==> src/rtl/mem_pkg.sv <==
// mem_pkg: shared memory-stage definitions for the store formatter and the
// load extender. It holds the access size encodings, the store FSM state
// type and a helper that gives the byte-lane mask for a size.
package mem_pkg;

  typedef enum logic [1:0] {
    SIZE_BYTE = 2'b00,
    SIZE_HALF = 2'b01,
    SIZE_WORD = 2'b10,
    SIZE_RSVD = 2'b11
  } size_e;

  typedef enum logic [1:0] {
    ST_IDLE,
    ST_BEAT1,
    ST_BEAT2,
    ST_RESP
  } state_e;

  localparam int unsigned DATA_W = 32;
  localparam int unsigned BE_W   = DATA_W / 8;

  // Lane mask for an access that starts at lane 0. The reserved size gives
  // 0, so it can never look like a crossing store.
  function automatic logic [BE_W-1:0] size_mask(input logic [1:0] size);
    logic [BE_W-1:0] m;
    case (size_e'(size))
      SIZE_BYTE: m = 4'b0001;
      SIZE_HALF: m = 4'b0011;
      SIZE_WORD: m = 4'b1111;
      default:   m = '0;
    endcase
    return m;
  endfunction

endpackage

==> src/rtl/store_formatter_if.sv <==
// store_formatter_if: request and bus signals of the store formatter.
//   req_*   : store request from the EX/MEM register (valid/ready)
//   bus_*   : aligned write beats to data memory (valid/ready)
//   done/err: one-cycle completion pulse and error flag
// The slave modport is the formatter side; master is the environment side.
interface store_formatter_if #(
  parameter int unsigned ADDR_W = 32
);
  logic              req_valid;
  logic              req_ready;
  logic [ADDR_W-1:0] req_addr;
  logic [31:0]       req_data;
  logic [1:0]        req_size;
  logic              bus_valid;
  logic              bus_ready;
  logic [ADDR_W-1:0] bus_addr;
  logic [3:0]        bus_be;
  logic [31:0]       bus_data;
  logic              done;
  logic              err;

  modport slave (
    input  req_valid, req_addr, req_data, req_size, bus_ready,
    output req_ready, bus_valid, bus_addr, bus_be, bus_data, done, err
  );

  modport master (
    output req_valid, req_addr, req_data, req_size, bus_ready,
    input  req_ready, bus_valid, bus_addr, bus_be, bus_data, done, err
  );
endinterface

==> src/rtl/store_formatter_lane_shifter.sv <==
// lane_shifter: combinational lane placement for a store.
//   data_i : register value, low bytes significant
//   k_i    : byte offset within the word (addr[1:0])
//   mask_i : lane mask of the access starting at lane 0
//   be1_o/data1_o : first (lower) word enables and data
//   be2_o/data2_o : second (next) word enables and data
//   cross_o       : access spills into the next word
// Data bytes in disabled lanes are forced to zero.
module lane_shifter
  import mem_pkg::*;
(
  input  logic [DATA_W-1:0] data_i,
  input  logic [1:0]        k_i,
  input  logic [BE_W-1:0]   mask_i,
  output logic [BE_W-1:0]   be1_o,
  output logic [DATA_W-1:0] data1_o,
  output logic [BE_W-1:0]   be2_o,
  output logic [DATA_W-1:0] data2_o,
  output logic              cross_o
);

  logic [2*BE_W-1:0]   full;
  logic [2*DATA_W-1:0] wide;
  logic [DATA_W-1:0]   lane1;
  logic [DATA_W-1:0]   lane2;

  // One 64-bit shift yields both beats: the low half is data<<(8k), the high
  // half equals data>>(8*(4-k)).
  always_comb begin
    full = {{BE_W{1'b0}}, mask_i} << k_i;
    wide = {{DATA_W{1'b0}}, data_i} << {k_i, 3'b000};
    lane1 = '0;
    lane2 = '0;
    for (int unsigned i = 0; i < BE_W; i++) begin
      lane1[8*i +: 8] = {8{full[i]}};
      lane2[8*i +: 8] = {8{full[BE_W+i]}};
    end
  end

  assign be1_o   = full[BE_W-1:0];
  assign be2_o   = full[2*BE_W-1:BE_W];
  assign data1_o = wide[DATA_W-1:0] & lane1;
  assign data2_o = wide[2*DATA_W-1:DATA_W] & lane2;
  assign cross_o = |full[2*BE_W-1:BE_W];

endmodule

==> src/rtl/store_formatter.sv <==
// store_formatter: MEM-stage store path. Turns a register value plus store
// size into word-aligned bus beats with byte enables. Stores crossing a word
// boundary are split into two beats (SPLIT_EN=1) or rejected with err
// (SPLIT_EN=0). Reserved size is always rejected without a bus access.
//   clk   : rising-edge clock
//   rst_n : asynchronous active-low reset
//   sif   : request/bus/done/err bundle (slave side)
module store_formatter
  import mem_pkg::*;
#(
  parameter int unsigned SPLIT_EN = 1,
  parameter int unsigned ADDR_W   = 32
) (
  input  logic clk,
  input  logic rst_n,
  store_formatter_if.slave sif
);

  state_e            state_q, state_d;
  logic [ADDR_W-1:0] addr_q, addr_d;
  logic [BE_W-1:0]   be_q, be_d;
  logic [DATA_W-1:0] data_q, data_d;
  logic [BE_W-1:0]   be2_q, be2_d;
  logic [DATA_W-1:0] data2_q, data2_d;
  logic              cross_q, cross_d;
  logic              done_q, done_d;
  logic              err_q, err_d;

  logic [BE_W-1:0]   mask;
  logic [BE_W-1:0]   sh_be1, sh_be2;
  logic [DATA_W-1:0] sh_data1, sh_data2;
  logic              sh_cross;
  logic              reject;

  assign mask = size_mask(sif.req_size);

  lane_shifter u_lane_shifter (
    .data_i  (sif.req_data),
    .k_i     (sif.req_addr[1:0]),
    .mask_i  (mask),
    .be1_o   (sh_be1),
    .data1_o (sh_data1),
    .be2_o   (sh_be2),
    .data2_o (sh_data2),
    .cross_o (sh_cross)
  );

  assign reject = (sif.req_size == SIZE_RSVD) || (sh_cross && (SPLIT_EN == 0));

  always_comb begin
    state_d = state_q;
    addr_d  = addr_q;
    be_d    = be_q;
    data_d  = data_q;
    be2_d   = be2_q;
    data2_d = data2_q;
    cross_d = cross_q;
    done_d  = 1'b0;
    err_d   = 1'b0;

    case (state_q)
      ST_IDLE: begin
        if (sif.req_valid) begin
          if (reject) begin
            state_d = ST_RESP;
          end else begin
            addr_d  = {sif.req_addr[ADDR_W-1:2], 2'b00};
            be_d    = sh_be1;
            data_d  = sh_data1;
            be2_d   = sh_be2;
            data2_d = sh_data2;
            cross_d = sh_cross;
            state_d = ST_BEAT1;
          end
        end
      end
      ST_BEAT1: begin
        if (sif.bus_ready) begin
          if (cross_q) begin
            // Second beat loads straight into the bus registers, so
            // bus_valid stays high without a bubble.
            addr_d  = addr_q + ADDR_W'(4);
            be_d    = be2_q;
            data_d  = data2_q;
            state_d = ST_BEAT2;
          end else begin
            done_d  = 1'b1;
            state_d = ST_IDLE;
          end
        end
      end
      ST_BEAT2: begin
        if (sif.bus_ready) begin
          done_d  = 1'b1;
          state_d = ST_IDLE;
        end
      end
      ST_RESP: begin
        done_d  = 1'b1;
        err_d   = 1'b1;
        state_d = ST_IDLE;
      end
      default: state_d = ST_IDLE;
    endcase
  end

  always_ff @(posedge clk or negedge rst_n) begin
    if (!rst_n) begin
      state_q <= ST_IDLE;
      addr_q  <= '0;
      be_q    <= '0;
      data_q  <= '0;
      be2_q   <= '0;
      data2_q <= '0;
      cross_q <= 1'b0;
      done_q  <= 1'b0;
      err_q   <= 1'b0;
    end else begin
      state_q <= state_d;
      addr_q  <= addr_d;
      be_q    <= be_d;
      data_q  <= data_d;
      be2_q   <= be2_d;
      data2_q <= data2_d;
      cross_q <= cross_d;
      done_q  <= done_d;
      err_q   <= err_d;
    end
  end

  assign sif.req_ready = (state_q == ST_IDLE);
  assign sif.bus_valid = (state_q == ST_BEAT1) || (state_q == ST_BEAT2);
  assign sif.bus_addr  = addr_q;
  assign sif.bus_be    = be_q;
  assign sif.bus_data  = data_q;
  assign sif.done      = done_q;
  assign sif.err       = err_q;

endmodule

==> src/flat_wrapper.sv <==
// flat-port wrapper written by rule: the top's interface ports become plain ports
module store_formatter_flat import mem_pkg::*;
#(
  parameter int unsigned SPLIT_EN = 1,
  parameter int unsigned ADDR_W   = 32
)
  (clk, rst_n, sif_req_valid, sif_req_addr, sif_req_data, sif_req_size, sif_bus_ready, sif_req_ready, sif_bus_valid, sif_bus_addr, sif_bus_be, sif_bus_data, sif_done, sif_err);
  store_formatter_if #(.ADDR_W(ADDR_W)) sif_i ();
  input  logic clk;
  input  logic rst_n;
  input wire logic [$bits(sif_i.req_valid)-1:0] sif_req_valid;
  input wire logic [$bits(sif_i.req_addr)-1:0] sif_req_addr;
  input wire logic [$bits(sif_i.req_data)-1:0] sif_req_data;
  input wire logic [$bits(sif_i.req_size)-1:0] sif_req_size;
  input wire logic [$bits(sif_i.bus_ready)-1:0] sif_bus_ready;
  output wire logic [$bits(sif_i.req_ready)-1:0] sif_req_ready;
  output wire logic [$bits(sif_i.bus_valid)-1:0] sif_bus_valid;
  output wire logic [$bits(sif_i.bus_addr)-1:0] sif_bus_addr;
  output wire logic [$bits(sif_i.bus_be)-1:0] sif_bus_be;
  output wire logic [$bits(sif_i.bus_data)-1:0] sif_bus_data;
  output wire logic [$bits(sif_i.done)-1:0] sif_done;
  output wire logic [$bits(sif_i.err)-1:0] sif_err;
  assign sif_i.req_valid = sif_req_valid;
  assign sif_i.req_addr = sif_req_addr;
  assign sif_i.req_data = sif_req_data;
  assign sif_i.req_size = sif_req_size;
  assign sif_i.bus_ready = sif_bus_ready;
  assign sif_req_ready = sif_i.req_ready;
  assign sif_bus_valid = sif_i.bus_valid;
  assign sif_bus_addr = sif_i.bus_addr;
  assign sif_bus_be = sif_i.bus_be;
  assign sif_bus_data = sif_i.bus_data;
  assign sif_done = sif_i.done;
  assign sif_err = sif_i.err;
  store_formatter #(.SPLIT_EN(SPLIT_EN), .ADDR_W(ADDR_W)) u_core (.clk(clk), .rst_n(rst_n), .sif(sif_i));
endmodule
==> config.mk <==
export PLATFORM = sky130hd
export DESIGN_NAME = store_formatter_flat
export DESIGN_NICKNAME = d
export VERILOG_FILES = /design/src/rtl/mem_pkg.sv /design/src/rtl/store_formatter_if.sv /design/src/rtl/store_formatter_lane_shifter.sv /design/src/rtl/store_formatter.sv /design/src/flat_wrapper.sv
export SDC_FILE = /design/constraint.sdc
export NUM_CORES = 1
export LEC_CHECK = 0
export ABC_AREA = 1
export ABC_CLOCK_PERIOD_IN_PS = 1900
export CORE_ASPECT_RATIO = 1.75
export CORE_UTILIZATION = 50
export DETAILED_ROUTE_END_ITERATION = 10
export HOLD_SLACK_MARGIN = 0.02
export PLACE_DENSITY = 0.8
export SYNTH_ARGS = -nofsm -noshare
export SYNTH_HDL_FRONTEND = slang
export SYNTH_SLANG_ARGS = --single-unit
==> constraint.sdc <==
create_clock -name clk -period 1.9 [get_ports clk]
set_input_delay 0.19 -clock clk [delete_from_list [all_inputs] [get_ports clk]]
set_output_delay 0.19 -clock clk [all_outputs]
set_load 0.1 [all_outputs]
==> qor.yml, run 1 <==
die:
  core_area_um2: 11500
  rows: 52
  num_io_pins: 142
  start_util: 0.511
  fp.dieW_um: 84.0
  die_y_um: 145
  dieArea_um2: 12200
final_layout:
  fin_nets: 1046
  area_growth_pct: 31.5
  diodes: 0
  drive_gt1_frac: 0.195
sta:
  rsz0062_at_grt: "no"
  worst_hold_slack_ns: 0.274
  final_max_slew_viol_count: 0
  min_period_ns: 1.76
  finalHoldViolCount: 0
  fin_crit_sh: 0.928
  clock_skew_ns: 0.00821
  setup_viol: 0
  max_freq_ghz: 0.567
hold_path:
  hp-class: "in2async"
critical_path:
  crit_chain: "inv_1 > ha_4 > inv_1 > nand2_1 > nand2_1 > nand2_2 > buf_12 > buf_6 > nor2_1 > nand2_1 > nand2_1"
  slowest_delay_ns: 0.45
  cp_common_cell: "nand2_1"
  crit_type: "reg2reg"
  crit_path_end_kind: "flop"
  required_ns: 2.14
  cp-start-kind: "flop"
  cp_top_family: "buffers and inverters"
  cp.arrival_ns: 2.00
  worst-path-buf-inv: 4
  path_max_fanout: 34
  slowest_stage: "dfrtp_2"
grt:
  antenna_found_initial: 0
  grt_pass1_vias: 5937
  grtUsageTotal: 0.299
  grt_overflow: 0
  grt_max_degree: 57
  grt_pass1_wl_um: 28600
clock_network:
  cts_tree: "yes"
  clk_pin_slew_worst_paths_ns: 0.07
  clk_path_buf_depth: 2
  cts_made_buffers: 9
  insertion_delay_ns: 0.35
  clock-root-buffer: "clkbuf_16"
  htree_levels: 3
  clock_sinks: 98
route:
  drtIter0Drc: 350
  drc: 18
  via_per_inst: 5.43
  wl_per_cell_um: 15.7
  wirelength_um: 17500
  drt_first_pass_iters: 8
  via_count: 6021
  antenna_left: 0
placement:
  portBuffers: 139
  gp_congestion: 0.897
  dp_hpwl_um: 13100
synth:
  synth_ff_type: "dfrtp_1"
  yosysMostFrequentCell: "nand2_1"
  synthTopCellsByArea: "dfrtp_1 42%, nand2_1 18%, nor2_1 5.4%"
  synth_cell_types: 38
  syn_inst: 821
  yosysWarnings: 0
  synth_area_um2: 5880
  synth_common_cells: "275 x nand2_1, 98 x dfrtp_1, 84 x nor2_1"
  async_flop_share: 1.00
  synth_seq_area_share: 0.417
  synth_top_area_cell: "dfrtp_1"
  synth_edf_count: 0
  yosysTopAreaCellShare: 0.417
  avgSynthCellArea_um2: 7.17
  synth-seq-cells: 98
flow_run:
  cap_violations: 0
status:
  violations: "design-rule violations"
  status: "finished, violations left"
-- per-layer routing --
layer  part of all wire  GRT usage  vias up
li1                   -          -     2937
met1               0.37      0.327     2786
met2               0.53      0.538      237
met3              0.048     0.0369       61
met4              0.056      0.189        0
met5                  0          0        -
-- final cells by class --
| class | instances | area (µm²) |
|---|---|---|
| tap | 135 | 169 |
| inverter | 72 | 270 |
| fill | 991 | 3780 |
| clock inverter | 7 | 76.3 |
| multi-input combinational | 611 | 2910 |
| timing repair buffer | 177 | 1610 |
| sequential | 98 | 2470 |
| clock buffer | 9 | 225 |
-- per-stage QoR --
step           setup slack (ns)   util  TNS, ns  std cells  area, µm²
2_1_floorplan           0.00302      -        0        822       5920
3_3_place_gp            -0.0519  0.643   -0.431       1092       7410
3_5_place_dp            -0.0941  0.643   -0.667       1092       7410
4_1_cts                   0.106  0.670        0       1109       7720
5_1_grt                  0.0170  0.672        0       1109       7730
6_report                  0.137  0.672        0       1109       7730
-- state kept, by name (all words and copies together), names as in the netlist --
signal               count
u_core.sif.bus_data     32
u_core.sif.bus_be        4
u_core.state_q           2
u_core.data2_q          24
u_core.sif.err           1
u_core.be2_q             3
u_core.cross_q           1
u_core.sif.done          1
u_core.sif.bus_addr     30
-- cell families after synthesis --
family                   count (synthesis)  synth area share
buffers and inverters                  113            0.0927
other                                    1          0.000637
AO/OA/AOI/OAI                          171             0.165
flip-flops                              98             0.417
adder cells (fa/ha/maj)                  7            0.0149
AND/OR/NAND/NOR                        431             0.309
-- timing repair --
item	4_1_cts	5_1_grt
resized for setup	0	5
endpoints found under the hold margin	19	0
setup buffers	0	0
setup endpoints to repair	0	9
hold buffers	1	0
-- cell usage in the layout, fill, tap and decap left out, types with 3 or more instances in the layout --
master	Yosys	routed
nand2_2	5	5
a21oi_1	46	46
nor2_1	84	84
clkbuf_16	0	9
buf_4	10	99
nor2_2	3	3
nor2_4	8	8
dfrtp_1	98	80
nand3_1	39	39
a22o_1	8	8
inv_1	65	64
inv_2	6	7
ha_1	7	5
nand2_1	275	275
o21ai_0	58	57
o21ai_1	15	16
buf_12	0	8
clkdlybuf4s50_1	0	68
o22ai_1	27	27
dfrtp_2	0	18
o21ai_2	8	8
a31oi_1	3	3
or2_2	8	8
-- path summary, 6_finish.rpt --
| path | start | end | slack, ns | cells after the start |
|---|---|---|---|---|
| worst max-delay path | u_core.state_q[0] | u_core.sif.bus_addr[23] | 0.14 | 11 |
| worst min-delay path | rst_n | u_core.sif.bus_addr[13] | 0.27 | 2 |
| worst max register to register | u_core.state_q[0] | u_core.sif.bus_addr[23] | 0.14 | 11 |
| worst min register to register | u_core.sif.bus_data[5] | u_core.sif.bus_data[5] | 0.48 | 2 |
| max in group asynchronous | rst_n | u_core.state_q[1] | 0.99 | 3 |
| min in group clk | sif_req_addr[3] | u_core.sif.bus_addr[3] | 0.42 | 3 |
Power of run 1 is left out: the tool's default activity adds up to more than one toggle a clock period on the data nets, which glitch-free logic cannot reach.
==> inputs of run 2 (changes only) <==
--- a/config.mk
+++ b/config.mk
@@ -8,9 +8,11 @@
 export ABC_AREA = 1
 export ABC_CLOCK_PERIOD_IN_PS = 1900
+export CELL_PAD_IN_SITES_DETAIL_PLACEMENT = 1
+export CELL_PAD_IN_SITES_GLOBAL_PLACEMENT = 2
 export CORE_ASPECT_RATIO = 1.75
-export CORE_UTILIZATION = 50
+export CORE_UTILIZATION = 28
 export DETAILED_ROUTE_END_ITERATION = 10
 export HOLD_SLACK_MARGIN = 0.02
-export PLACE_DENSITY = 0.8
+export PLACE_DENSITY_LB_ADDON = 0.1
 export SYNTH_ARGS = -nofsm -noshare
 export SYNTH_HDL_FRONTEND = slang
==> constraint.sdc (replaced) <==
create_clock -name clk -period 1.9 [get_ports clk]
set_input_delay 0.19 -clock clk [delete_from_list [all_inputs] [get_ports clk]]
set_output_delay 0.19 -clock clk [all_outputs]
set_load 0.05 [all_outputs]
==> qor.yml, run 2 (synthesis gave the netlist of run 1 again) <==
status:
  status: "finished, violations left"
  violations: "design-rule violations"
final_layout:
  largest_reg_flops: 32
  fin_nets: 1058
  stdcell_area_um2: 8150
  diodes: 0
  area_growth_pct: 38.5
  drive_gt1_frac: 0.129
  mostFrequentLayoutCell: "nand2_1"
  fin_cells: 1234
  mostFrequentLayoutCells: "275 x nand2_1, 119 x clkdlybuf4s50_1, 98 x dfrtp_1"
sta:
  setup_viol: 0
  slew_headroom: 0.616
  worst_pin_slew_ns: 0.574
  setup_slack_ns: 0.0553
  min_period_ns: 1.84
  rsz0062_at_grt: "yes"
  fin_crit_sh: 0.971
  fin_setup_tns_ns: 0
  final_max_slew_viol_count: 0
  worst_hold_slack_ns: 0.285
  max_freq_ghz: 0.542
  finalHoldViolCount: 0
  clock_skew_ns: 0.00595
critical_path:
  rr_startpoint: "u_core.state_q[0]"
  slowest_stage: "clkdlybuf4s50_1"
  r2r_end: "u_core.sif.bus_data[27]"
  worst-path-buf-inv: 1
  r2r_setup_slack_ns: 0.12
  path_max_fanout: 5
  required_ns: 1.71
  cp_top_family: "buffers and inverters"
  r2r_cells: 10
  cp-start-kind: "flop"
  crit_path_end_kind: "output port"
  cp.arrival_ns: 1.65
  crit_type: "reg2out"
  crit_chain: "clkdlybuf4s50_1"
  slowest_delay_ns: 0.84
clock_network:
  clock_sinks: 98
  insertion_delay_ns: 0.36
  cts_tree: "yes"
  clk_path_buf_depth: 2
  cts_made_buffers: 9
  htree_levels: 3
  clock-root-buffer: "clkbuf_16"
  clk_pin_slew_worst_paths_ns: 0.08
die:
  rows: 69
  start_util: 0.288
  num_io_pins: 142
  dieArea_um2: 21600
  die_y_um: 194
  core_area_um2: 20500
  fp.dieW_um: 112
grt:
  grtUsageTotal: 0.217
  grt_pass1_wl_um: 35800
  grt_overflow: 0
  grt_pass1_vias: 6600
  antenna_found_initial: 0
  grt_max_degree: 46
route:
  wirelength_um: 22900
  drt_first_pass_iters: 8
  drc: 11
  antenna_left: 0
  via_count: 6031
  drtIter0Drc: 252
  via_per_inst: 4.89
  wl_per_cell_um: 18.5
placement:
  place_ws_ns: -0.139
  placed_area_um2: 7790
  dp.cells: 1214
  gp_congestion: 0.815
  portBuffers: 139
  dp_hpwl_um: 17500
pwr:
  switching_share: 0.521
  power_switching_mw: 7.36
  pwr-share-clk: 0.132
  peakVddDrop_mv: 0.562
  cellPowerDensity_nw_per_um2: 1730
  power.leakage_nw: 3.78
  power.internal_mw: 6.77
  comb_power_share: 0.605
  seqPwrFrac: 0.264
hold_path:
  hp-class: "in2async"
flow_run:
  cap_violations: 0
run 2: cell count changes in the layout (fill, tap and decap cells not counted), sizes merged:
cell and change:
dlygate4sd2 +5, clkbuf +1, dlymetal6s2s +1, inv +2, clkdlybuf4s50 +51, clkinvlp +1, clkinv -2, bufinv -1
buf -46
run 2: power groups by stage:
stage	sequential [mW]	clock, mW	combinational (mW)
6_report	3.73	1.86	8.54
3_5_place_dp	3.77	0	8.48
2_1_floorplan	5.68	0	3.34
3_3_place_gp	3.74	0	8.28
5_1_grt	3.84	2.01	9.21
4_1_cts	3.74	1.93	8.47
run 2: worst max path at each step:
stage,to,startpoint,cells after the start
2_1_floorplan,u_core.sif.bus_addr[22],u_core.sif.bus_addr[2],10
3_3_place_gp,u_core.sif.bus_data[22],sif_req_size[0],10
3_5_place_dp,u_core.sif.bus_data[19],sif_req_size[0],10
4_1_cts,sif_bus_addr[20],u_core.sif.bus_addr[20],1
5_1_grt,u_core.sif.bus_addr[11],u_core.state_q[0],11
6_report,sif_bus_addr[14],u_core.sif.bus_addr[14],1
run 2: cell type report:
| class | count | area (µm²) |
|---|---|---|
| Clock inverter | 7 | 60.1 |
| Tap cell | 248 | 310 |
| Fill cell | 2534 | 12300 |
| Multi-Input combinational cell | 611 | 2910 |
| Inverter | 72 | 273 |
| Clock buffer | 9 | 225 |
| Sequential cell | 98 | 2450 |
| Timing Repair Buffer | 189 | 1910 |
run 2: per-layer routing:
metal / global-route usage / vias to the layer above / part of all wire
met2: 0.425 / 124 / 0.56
met3: 0.0291 / 31 / 0.025
li1: - / 2952 / -
met5: 0 / - / 0
met4: 0.0981 / 0 / 0.035
met1: 0.225 / 2924 / 0.38
run 2: through the flow:
step | utilization | power [mW]
finish | 0.398 | 14.1
detailed placement | 0.381 | 12.3
global route | 0.398 | 15.1
floorplan | - | 9.02
global placement | 0.381 | 12.0
CTS | 0.395 | 14.1
run 2: repair_timing:
action | in CTS | in global routing
hold endpoints to repair | 19 | 0
hold buffers | 1 | 0
endpoints found under the setup margin | 5 | 20
setup buffers | 0 | 2
resized for setup | 5 | 8
gates cloned | 0 | 1
Note: power is estimated with default switching activity, not from simulation.
==> inputs of run 3 (changes only) <==
REMOVE_ABC_BUFFERS = 1   (was default)
SETUP_SLACK_MARGIN = 0.2   (was default)
==> qor.yml, run 3 (synthesis gave the netlist of run 1 again) <==
die:
  num_io_pins: 142
  die_y_um: 194
  start_util: 0.288
  fp.dieW_um: 112
  dieArea_um2: 21600
  rows: 69
  core_area_um2: 20500
critical_path:
  crit_path_end_kind: "flop"
  path_max_fanout: 14
  r2r_end: "u_core.sif.bus_data[22]"
  slowest_delay_ns: 0.43
  required_ns: 2.19
  cp.arrival_ns: 1.97
  crit_end: "u_core.sif.bus_data[22]"
  slowest_stage: "dfrtp_2"
  crit_chain: "buf_6 > ha_4 > buf_4 > bufbuf_16 > nor2_4 > nand2_1 > a21oi_2"
  r2r_setup_slack_ns: 0.21
  r2r_cells: 7
  startpoint: "u_core.state_q[0]"
  rr_startpoint: "u_core.state_q[0]"
  cp-start-kind: "flop"
  crit_type: "reg2reg"
pwr:
  pwr-share-clk: 0.120
  peakVddDrop_mv: 0.863
  switching_share: 0.505
  power_switching_mw: 7.97
  power.internal_mw: 7.81
  cellPowerDensity_nw_per_um2: 1790
  power.leakage_nw: 4.19
  comb_power_share: 0.647
  seqPwrFrac: 0.234
clock_network:
  cts_tree: "yes"
  clock-root-buffer: "clkbuf_16"
  clock_sinks: 98
  insertion_delay_ns: 0.36
  clk_pin_slew_worst_paths_ns: 0.07
  htree_levels: 3
  cts_made_buffers: 9
  clk_path_buf_depth: 2
sta:
  final_max_slew_viol_count: 0
  rsz0062_at_grt: "yes"
  max_freq_ghz: 0.593
  min_period_ns: 1.69
  clock_skew_ns: 0.00619
  worst_pin_slew_ns: 0.559
  fin_crit_sh: 0.888
  slew_headroom: 0.629
  setup_viol: 0
  finalHoldViolCount: 0
  setup_slack_ns: 0.213
grt:
  antenna_found_initial: 0
  grt_pass1_wl_um: 38300
  grt_max_degree: 50
  grt_overflow: 0
  grtUsageTotal: 0.232
  grt_pass1_vias: 6899
route:
  drtIter0Drc: 298
  via_per_inst: 4.96
  drt_first_pass_iters: 10
  drc: 12
  wl_per_cell_um: 19.1
  wirelength_um: 24000
  antenna_left: 0
  via_count: 6225
final_layout:
  mostFrequentLayoutCell: "nand2_1"
  mostFrequentLayoutCells: "272 x nand2_1, 96 x dfrtp_1, 68 x clkdlybuf4s50_1"
  stdcell_area_um2: 8810
  diodes: 0
  fin_nets: 1081
  largest_reg_flops: 32
  fillers: 2518
  drive_gt1_frac: 0.200
  fin_util: 0.431
  area_growth_pct: 49.8
flow_run:
  cap_violations: 0
placement:
  place_ws_ns: -0.188
  gp_congestion: 0.821
  placed_area_um2: 7730
  dp_hpwl_um: 16900
  portBuffers: 139
status:
  violations: "design-rule violations"
  status: "finished, violations left"
hold_path:
  hp-class: "in2async"
## run 3: cell types whose count changed in the layout (fill, tap and decap cells not counted), sizes merged
cell,previous run,this run
inv,75,71
dlygate4sd2,5,52
bufbuf,0,4
clkdlybuf4s50,119,68
nor2,95,96
clkinvlp,3,1
clkbuf,10,14
buf,62,85
## run 3: repair_timing
action / CTS / global route
hold endpoints to repair: 26 / 0
pin swaps: 4 / 25
buffers inserted: 14 / 7
cloned: 10 / 0
setup endpoints to repair: 111 / 68
gates resized for setup: 88 / 85
hold buffers: 1 / 0
## run 3: routing by layer
metal | GRT usage | wire length [µm] | part of all wire | up-vias
met2 | 0.464 | 13900 | 0.58 | 130
met5 | 0 | 0 | 0 | -
met3 | 0.0334 | 600 | 0.025 | 35
met1 | 0.237 | 8960 | 0.37 | 3050
li1 | - | - | - | 3010
met4 | 0.0871 | 545 | 0.023 | 0
## run 3: area by class of cell
| type | count | area [µm²] | area share |
|---|---|---|---|
| repair buffers | 211 | 2280 | 0.259 |
| inverters | 72 | 288 | 0.0327 |
| clock buffers | 14 | 284 | 0.0322 |
| flip-flops and latches | 98 | 2450 | 0.279 |
| well taps | 248 | 310 | 0.0352 |
| clock inverters | 1 | 7.51 | 0.000852 |
| multi-input cells | 612 | 3190 | 0.362 |
## run 3: through the flow
stage	hold WS, ns	cells	total power [mW]	TNS (ns)
after floorplan	-0.106	781	8.66	-127.39
after global placement	0.144	1209	12.0	-0.447
after detailed placement	0.150	1209	12.2	-1.41
after CTS	0.302	1249	15.4	0
after global routing	0.339	1256	16.7	0
final	0.303	1256	15.8	0
## run 3: critical path, delay by kind of cell (launching register included)
family,cells,cell delay [ns]
flops,1,0.43
buf+inv,3,0.60
fa+ha+maj,1,0.19
compound gates,1,0.13
simple gates,2,0.26
## run 3: how the worst min path moves through the flow
| stage | startpoint | to | slack (ns) | cells after the start |
|---|---|---|---|---|
| floorplan | rst_n | u_core.be2_q[0] | -0.11 | 0 |
| global placement | rst_n | u_core.sif.bus_addr[6] | 0.14 | 1 |
| detailed placement | rst_n | u_core.sif.bus_addr[6] | 0.15 | 1 |
| CTS | rst_n | u_core.sif.bus_addr[6] | 0.30 | 2 |
| global route | rst_n | u_core.sif.bus_addr[6] | 0.34 | 2 |
| finish | rst_n | u_core.sif.bus_addr[6] | 0.30 | 2 |
## run 3: power groups by stage
stage	Sequential, mW	Combinational (mW)	Clock (mW)
2_1_floorplan	5.68	2.98	0
3_3_place_gp	3.69	8.28	0
3_5_place_dp	3.75	8.46	0
4_1_cts	3.69	9.74	1.97
5_1_grt	3.79	10.9	2.03
6_report	3.69	10.2	1.89
==> edit (config.mk and constraints of run 3) <==
`SPLIT_EN` is set to 1 in 2 places; all go to 0. Comments in the files are not updated.
--- a/src/rtl/store_formatter.sv
+++ b/src/rtl/store_formatter.sv
@@ -8,7 +8,7 @@
 module store_formatter
   import mem_pkg::*;
 #(
-  parameter int unsigned SPLIT_EN = 1,
+  parameter int unsigned SPLIT_EN = 0,
   parameter int unsigned ADDR_W   = 32
 ) (
   input  logic clk,
--- a/src/flat_wrapper.sv
+++ b/src/flat_wrapper.sv
@@ -1,7 +1,7 @@
 // flat-port wrapper written by rule: the top's interface ports become plain ports
 module store_formatter_flat import mem_pkg::*;
 #(
-  parameter int unsigned SPLIT_EN = 1,
+  parameter int unsigned SPLIT_EN = 0,
   parameter int unsigned ADDR_W   = 32
 )
   (clk, rst_n, sif_req_valid, sif_req_addr, sif_req_data, sif_req_size, sif_bus_ready, sif_req_ready, sif_bus_valid, sif_bus_addr, sif_bus_be, sif_bus_data, sif_done, sif_err);
Function: changed (Yosys sat finds a counterexample within 4 cycles, from zero or initial values and one cycle with rst_n low).
==> edit against run 3 <==
- wire length shrank 1.8%
- largest power group unchanged
- the flow still finishes with violations (DRC)
- highest routed layer unchanged
- worst setup slack got worse by 0.14 ns
- synthesized area is 0.57% higher
- design area increased by 5.1%
- sequential power is 3% lower
- synthesized cell count is 3.2% higher
- sequential cell count stayed put
- clock power increased by 16%
- total power rose by 9.3%
==> edit: results (changes against run 3) <==
outcome: "complete, but fails checks"  # unchanged
violations: "DRC"  # unchanged
ys_types: 37  # was 38
arrival_ns: 2.09  # was 1.97 ns
dp_hpwl_microns: 16500  # was 16900 microns
drt-pass1-iter-count: 7  # was 10
met2_length_microns: 13200  # was 13900 microns
grt_pass1_wl_microns: 36300  # was 38300 microns
n_clock_buffer: 9  # was 14
synthTopCellsByArea: "dfrtp_1, nand2_1, nor2_1"  # unchanged
ir_drop_uv: 926  # was 863 uV
p_leak_nw: 4.77  # was 4.19 nW
nNonClkBuffers: 239  # was 211
syn_inst: 847  # was 821
fillers: 2537  # was 2518
path_buf_inv: 6  # was 3
inv_count: 71  # was 72
worst_slew_pin_slew_ns: 0.524  # was 0.559 ns
drc: 8  # was 12
grt_max_degree: 56  # was 50
drt-initial-drc-count: 150  # was 298
gp_congestion: 0.794  # was 0.821
critPathSlowestCell: "dfrtp_1"  # was dfrtp_2
rrSetupSlack_ns: 0.07  # was 0.21 ns
drive_above_1_share_pct: 24.6  # was 20.0%
seq_share_pct: 26.5  # was 27.9%
post_cts_buffers: 21  # was 14
fin_cells: 1320  # was 1256
[edit: cell types whose count changed after synthesis, moves of 13 or more]
cell      change
nor2_1       +23
nand3b_1     +13
nand2_1      +48
nand2_2      +28
a21oi_1      -35
o22ai_1      -19
[edit: per-layer routing]
metal / vias up / track usage, %
met1: 3036 / 23.0
met5: - / 0
li1: 3074 / -
met4: 0 / 9.91
met2: 136 / 43.0
met3: 40 / 3.84
[edit: kinds of logic after synthesis]
group | Yosys count | share of synthesized area, %
buffers and inverters | 107 | 9.18
AOI/OAI and AO/OA | 96 | 9.20
other | 1 | 0.0634
and+or+nand+nor | 537 | 38.4
DFF | 98 | 41.4
adders and majority gates | 8 | 1.69
[edit: metrics by stage]
step	setup TNS [ns]	hold WS, ns	utilization, %
2_1_floorplan	-111.78	-0.106	-
3_3_place_gp	-21.28	0.174	37.9
3_5_place_dp	-25.94	0.175	37.9
4_1_cts	0	0.324	42.6
5_1_grt	-0.0114	0.341	44.4
6_report	0	0.314	44.4
